===== config.mk =====
export PLATFORM = sky130hd
export DESIGN_NAME = axi_llc_miss_sched
export DESIGN_NICKNAME = d
export VERILOG_FILES = /design/src/rtl/axi_llc_miss_sched.sv
export SDC_FILE = /design/constraint.sdc
export NUM_CORES = 1
export LEC_CHECK = 0
export BUFFER_PORTS_ARGS = -buffer_cell sky130_fd_sc_hd__buf_2
export CORE_MARGIN = 4
export CORE_UTILIZATION = 36
export DETAILED_ROUTE_END_ITERATION = 12
export GPL_ROUTABILITY_DRIVEN = 0
export PLACE_DENSITY = 0.83
export SYNTH_ARGS = -nofsm -noshare
export SYNTH_HDL_FRONTEND = slang
export SYNTH_SLANG_ARGS = --single-unit

===== constraint.sdc =====
create_clock -name clk_i -period 1.7 [get_ports clk_i]
set_input_delay 0.085 -clock clk_i [delete_from_list [all_inputs] [get_ports clk_i]]
set_output_delay 0.085 -clock clk_i [all_outputs]
set_load 0.01 [all_outputs]

===== src/rtl/axi_llc_miss_sched.sv =====
// Routes looked-up descriptors to the hit or miss pipeline and drives the per-ID miss counters.
// Accept-to-valid latency is 2 cycles unless stalled; completions are granted combinationally.
module axi_llc_miss_sched #(
   parameter int unsigned IdWidth    = 6,
   parameter bit          RoundRobin = 1'b1
) (
   input  logic               clk_i,
   input  logic               rst_ni,
   input  logic               desc_valid_i,
   output logic               desc_ready_o,
   input  logic [IdWidth-1:0] desc_id_i,
   input  logic               desc_rw_i,
   input  logic               desc_miss_i,
   output logic               hit_valid_o,
   input  logic               hit_ready_i,
   output logic               miss_valid_o,
   input  logic               miss_ready_i,
   output logic [IdWidth-1:0] out_id_o,
   output logic               out_rw_o,
   input  logic               done_r_valid_i,
   input  logic [IdWidth-1:0] done_r_id_i,
   output logic               done_r_ready_o,
   input  logic               done_w_valid_i,
   input  logic [IdWidth-1:0] done_w_id_i,
   output logic               done_w_ready_o,
   output logic               cnt_up_valid_o,
   output logic [IdWidth-1:0] cnt_up_id_o,
   output logic               cnt_up_rw_o,
   output logic               cnt_down_valid_o,
   output logic [IdWidth-1:0] cnt_down_id_o,
   output logic               cnt_down_rw_o,
   input  logic               to_miss_i,
   input  logic               stall_i,
   output logic               busy_o
);

   typedef enum logic [1:0] {IDLE, EVAL, SEND_HIT, SEND_MISS} state_e;

   state_e             state_q, state_d;
   logic [IdWidth-1:0] id_q, id_d;
   logic               rw_q, rw_d;
   logic               miss_q, miss_d;
   logic               rr_w_q, rr_w_d;
   logic               route_miss;
   logic               grant_w;
   logic               both_done;

   always_comb begin
      state_d    = state_q;
      id_d       = id_q;
      rw_d       = rw_q;
      miss_d     = miss_q;
      route_miss = miss_q | to_miss_i;
      case (state_q)
         IDLE: begin
            if (desc_valid_i) begin
               id_d    = desc_id_i;
               rw_d    = desc_rw_i;
               miss_d  = desc_miss_i;
               state_d = EVAL;
            end
         end
         EVAL: begin
            // A saturated counter cannot take another count-up, so wait here.
            if (route_miss) begin
               if (!stall_i) state_d = SEND_MISS;
            end else begin
               state_d = SEND_HIT;
            end
         end
         SEND_HIT:  if (hit_ready_i)  state_d = IDLE;
         SEND_MISS: if (miss_ready_i) state_d = IDLE;
         default:   state_d = IDLE;
      endcase
   end

   assign desc_ready_o   = (state_q == IDLE);
   assign busy_o         = (state_q != IDLE);
   assign hit_valid_o    = (state_q == SEND_HIT);
   assign miss_valid_o   = (state_q == SEND_MISS);
   assign out_id_o       = id_q;
   assign out_rw_o       = rw_q;
   assign cnt_up_id_o    = id_q;
   assign cnt_up_rw_o    = rw_q;
   assign cnt_up_valid_o = (state_q == SEND_MISS) & miss_ready_i;

   // Completion arbiter: rr_w_q names the side that wins the next tie.
   assign both_done        = done_r_valid_i & done_w_valid_i;
   assign grant_w          = done_w_valid_i & (~done_r_valid_i | (RoundRobin & rr_w_q));
   assign done_w_ready_o   = grant_w;
   assign done_r_ready_o   = done_r_valid_i & ~grant_w;
   assign cnt_down_valid_o = done_r_valid_i | done_w_valid_i;
   assign cnt_down_id_o    = grant_w ? done_w_id_i : done_r_id_i;
   assign cnt_down_rw_o    = grant_w;

   always_comb begin
      rr_w_d = rr_w_q;
      if (RoundRobin && both_done) rr_w_d = ~rr_w_q;
   end

   always_ff @(posedge clk_i or negedge rst_ni) begin
      if (!rst_ni) begin
         state_q <= IDLE;
         id_q    <= '0;
         rw_q    <= 1'b0;
         miss_q  <= 1'b0;
         rr_w_q  <= 1'b0;
      end else begin
         state_q <= state_d;
         id_q    <= id_d;
         rw_q    <= rw_d;
         miss_q  <= miss_d;
         rr_w_q  <= rr_w_d;
      end
   end

endmodule


=== Word-level counts from Yosys, hierarchy flattened ===
Index checks and enable logic that the tools add are counted.

* Eq/ne operators: 7
* Mux-type cells: 7
* Bitwise gates (word level): 10
* Reduce and logical (&&, ||, !) cells: 4

{| class="wikitable"
|+ Operators by type and width
! kind !! count
|-
| 2-bit two-way mux || 5
|-
| 2-bit case mux with 4 select lines || 1
|-
| 6-bit two-way mux || 1
|-
| 1-bit bitwise AND || 4
|-
| 2-bit equality test, second input constant || 2
|-
| 2-bit by 1-bit inequality test with 1-bit output, second input constant || 2
|-
| 4-bit AND reduction || 1
|-
| 3-bit inequality test, second input constant || 1
|-
| 1-bit inverter || 3
|-
| 1-bit OR || 3
|-
| 2-bit by 1-bit equality test with 1-bit output, second input constant || 1
|-
| 2-bit zero test || 1
|-
| 2-bit inequality test, second input constant || 1
|-
| 2-bit AND reduction || 1
|-
| 2-bit nonzero test || 1
|}

* Register bits: 11
* Input port bits: 29
* Output and inout bits: 29

=== Depth between registers and ports, before layout ===
* Word-level depth: 5
* Gate-level depth with buffers: 4
* Mapped depth without buffers: 3

=== Worst setup path before layout ===
OpenSTA, ideal clock, no wires.

* Path kind: reg2reg
* Start point: register state_q[0]
* End point: register id_q[0] (netlist: cnt_up_id_o[0])
* Setup time: 0.125 ns
* Arrival: 1.183 ns
* Slack: 0.392 ns
* Cell stages (with the launch flop): 5
* Period minus slack after synthesis: 1.308 ns
* Cell sequence: dfrtp_1 -> nor2_2 -> and2_4 -> buf_6 -> mux2_4

* Word-level cells in the longest chain between the ends: 2

{| class="wikitable"
|+ Ends and longest elaborated chain
! what !! RTL line !! RTL
|-
| from (decl) || 39 || <nowiki>state_e state_q, state_d;</nowiki>
|-
| from (signal assigned) || 109 || <nowiki>state_q <= state_d;</nowiki>
|-
| 2-bit zero test || -- ||
|-
| via desc_ready_o || 10 || <nowiki>output logic desc_ready_o,</nowiki>
|-
| 2-bit AND reduction (no source line) || -- ||
|-
| to (signal assigned) || 110 || <nowiki>id_q <= id_d;</nowiki>
|-
| to (decl) || 40 || <nowiki>logic [IdWidth-1:0] id_q, id_d;</nowiki>
|}

The timed path passes the listed nets, and every way through them passes these cells.
A chain may end at the register's enable or synchronous reset.

=== Worst setup path after layout ===
* Start point: register rr_w_q
* End point: output cnt_down_id_o[1]

* Word-level cells in the longest chain between the ends: 3

{| class="wikitable"
|+ Ends and longest elaborated chain
! what !! RTL line !! RTL
|-
| from (decl) || 43 || <nowiki>logic rr_w_q, rr_w_d;</nowiki>
|-
| from (signal assigned) || 113 || <nowiki>rr_w_q <= rr_w_d;</nowiki>
|-
| 1-bit OR || 89 || <nowiki>assign grant_w = done_w_valid_i & (~done_r_valid_i | (RoundRobin & rr_w_q));</nowiki>
|-
| 1-bit bitwise AND || 89 ||
|-
| 6-bit two-way mux || 93 || <nowiki>assign cnt_down_id_o = grant_w ? done_w_id_i : done_r_id_i;</nowiki>
|-
| to (decl) || 30 || <nowiki>output logic [IdWidth-1:0] cnt_down_id_o,</nowiki>
|}

No other way between the ends.

==> summary.md <==
| Metric | Value |
|---|---|
| Sum of negative setup slack | 0 ns |
| Type of the tightest min-delay check | input port to flop |
| Data required time at the worst endpoint | 1.62 ns |
| Post-layout instance count excluding filler cells | 133 |
| Pre-CTS worst setup slack | 0.375 ns |
| Distinct cell type count of the synthesized netlist | 21 |
| Final slew viol count | 0 |
| Series of cell instances along the critical path | o21ai_2 > mux2_2 > buf_2 |
| Type of element launching the critical path | flop |
| Clk_lat worst skew | 0.26 ns |
| Via count | 577 |
| Overall die area | 0.00256 mm2 |
| Initial core utilization | 37.8% |
| Post-Route Utilization | 54.1% |
| Mean instance size in the synthesized netlist | 11.9 um2 |
| Clock tree buffer depth | 2 |
| Cell area after placement | 898 um2 |
| Number of clock buffers inserted by TritonCTS | 3 |
| Leakage | 0.524 nW |
| Critical Path Fanout Max | 7 |
| Min-Delay Startpoint | desc_id_i[4] |
| Critical-path cell with the highest stage delay | sky130_fd_sc_hd__dfrtp_1 |
| Overall Power | 1.48 mW |
| Run status | finished, final reports clean |
| Sequential-to-total area share from yosys stat | 42.1% |
| Slew at the pin closest to its max-slew limit | 0.365 ns |
| Crit path setup slack, layout | 0.0938 ns |
| Synth top area cells | sky130_fd_sc_hd__dfrtp_1 (42%), sky130_fd_sc_hd__mux2_4 (18%), sky130_fd_sc_hd__mux2_2 (10%), sky130_fd_sc_hd__buf_4 (9.2%), sky130_fd_sc_hd__inv_1 (2.3%) |
| Post-synth ARST share | 100% |
| Global-route usage over all layers | 12.4% |
| Wire length after detailed routing | 1600 um |
| Number of antenna cells inserted | 0 |
| Wire length of the first global-routing pass | 2400 um |
| Total number of yosys warnings | 0 |
| Clock root buffer master | sky130_fd_sc_hd__clkbuf_4 |
| Start point of the critical path | rr_w_q |
| Die Y | 50.6 um |
| Crit-path max cell delay | 0.41 ns |
| Average routed wire per standard cell | 12.0 um |
| Number of cells upsized or downsized after cts | 0 |
| Largest area contributor in the netlist | sky130_fd_sc_hd__dfrtp_1 |
| Crit-path leading delay family | flip-flops |
| Unrepaired setup endpoints after global routing | false |
| Max Freq | 623 MHz |
| Synthesized Nets | 84 |
| Clock transition at the registers of the reported paths | 0.06 ns |
| Pin count of the biggest net entering global routing | 12 |
| Setup Viol. Count Final | 0 |
| Number of cells produced by synthesis | 55 |
| Detailed-router iteration count before antenna repair | 4 |
| Number of rows created at floorplan | 15 |
| Synth top area share | 42.1% |
| Relative max-transition margin | 75.6% |
| Number of placed I/O pins | 58 |
| Initial antenna violation count | 0 |
| Max IR drop VDD | 765 uV |
| Count leader, synth | sky130_fd_sc_hd__dfrtp_1 |
| Global-route congestion overflow total | 0 |
| Via density per instance | 4.34 |
| Number of filler cells placed in the layout | 156 |
| Share of final-layout standard cells stronger than drive strength 1 | 72.2% |
| Final Critical Period | 1.61 ns |
| Netlist area before placement | 653 um2 |
| Placed Cells | 128 |
| Clk sinks | 11 |
| Top cells by instance count after synthesis | sky130_fd_sc_hd__dfrtp_1 (11), sky130_fd_sc_hd__buf_4 (8), sky130_fd_sc_hd__mux2_4 (8) |
| Most frequently used flop master after synthesis | sky130_fd_sc_hd__dfrtp_1 |
| Final count of hold timing violations | 0 |
| Crit share post-route | 94.5% |
| Drc violations | 0 |
| Area Overhead vs Synth | 43.1% |
| Worst EP arrival | 1.52 ns |
| Max-Cap Viols | 0 |
| Overall die width | 50.6 um |
| Number of DRC violations after detailed-routing iteration 0 | 7 |
| EDFF count, synth | 0 |
| Count of port buffers added during placement | 57 |
| Hold buffer count at CTS | 1 |
| Final antenna-violating net count | 0 |
| Final net count | 138 |
| Crit. End Element | output port |
| Non-Filler Cell Area, Final | 935 um2 |
| Clock tree from TritonCTS | built |
| Core region area | 0.00173 mm2 |
| Flop and latch count out of synthesis | 11 |
| Worst setup path class | flop to output port |
| H-tree level count | 1 |
| Critical path buffer and inverter count | 1 |
| Post-CTS setup buffer count | 0 |
| Origin of the critical flop-to-flop path | state_q[1] |
| Power per unit of standard cell area | 1580 mW/mm2 |
| Final hold slack | 0.0525 ns |
| Via count of the first global-routing pass | 556 |
| Maximum clock skew at final layout | 0.00128 ns |
[layout by cell type (no fill, tap or decap), drive strengths merged, types with 2 or more instances in the layout]
| cell type | n |
|---|---|
| buf | 57 |
| mux2 | 14 |
| dfrtp | 11 |
| inv | 4 |
| clkbuf | 4 |
| nand2 | 3 |
| o21ai | 2 |
| nor2 | 2 |
| and2 | 2 |
[logic make-up after synthesis]
logic type / share of synthesized area, %
muxes: 28.7
xor gates and xnor gates: 1.34
and+or+nand+nor: 9.20
AOI/OAI and AO/OA: 5.36
DFF: 42.1
buffers and inverters: 13.2
[sequential cells by signal (all words and copies together) (netlist names)]
signal	cells
miss_q	1
cnt_up_rw_o	1
cnt_up_id_o	6
state_q	2
rr_w_q	1
[worst reg2reg max path: stages (launching register included)]
cell and delay (ns):
sky130_fd_sc_hd__dfrtp_1 0.44, sky130_fd_sc_hd__nor2_2 0.14, sky130_fd_sc_hd__and2_4 0.26, sky130_fd_sc_hd__mux2_4 0.32
[path summary, 6_finish.rpt]
kind	endpoint	slack, ns	cells past startpoint
setup / recovery	cnt_down_id_o[1]	0.09	3
hold / removal	cnt_up_id_o[4]	0.05	2
setup reg to reg	miss_q	0.43	3
hold reg to reg	rr_w_q	0.52	1
max in group asynchronous	cnt_up_rw_o	1.26	2
min in group asynchronous	cnt_up_id_o[4]	0.24	2
[cell type report]
cell class | instances | area, um2 | area share (%)
well taps | 25 | 31.3 | 3.35
repair buffers | 58 | 295 | 31.6
multi-input cells | 31 | 292 | 31.2
inverters | 4 | 15.0 | 1.61
clock buffers | 4 | 26.3 | 2.81
flip-flops and latches | 11 | 275 | 29.5
[layer usage]
metal | routed length (um) | vias up | global-route usage, %
met1 | 639 | 273 | 14.0
met5 | 0 | - | 0
met3 | 56 | 2 | 3.56
li1 | - | 285 | -
met2 | 880 | 17 | 20.9
met4 | 19 | 0 | 6.73
[where the power goes]
part           total [mW]  internal [mW]  switching [mW]  leakage (nW)
sequential          0.515          0.397           0.118         0.130
clock               0.168         0.0905          0.0770        0.0150
combinational       0.795          0.437           0.358         0.379
No activity file was read; power rests on OpenSTA's default activity.
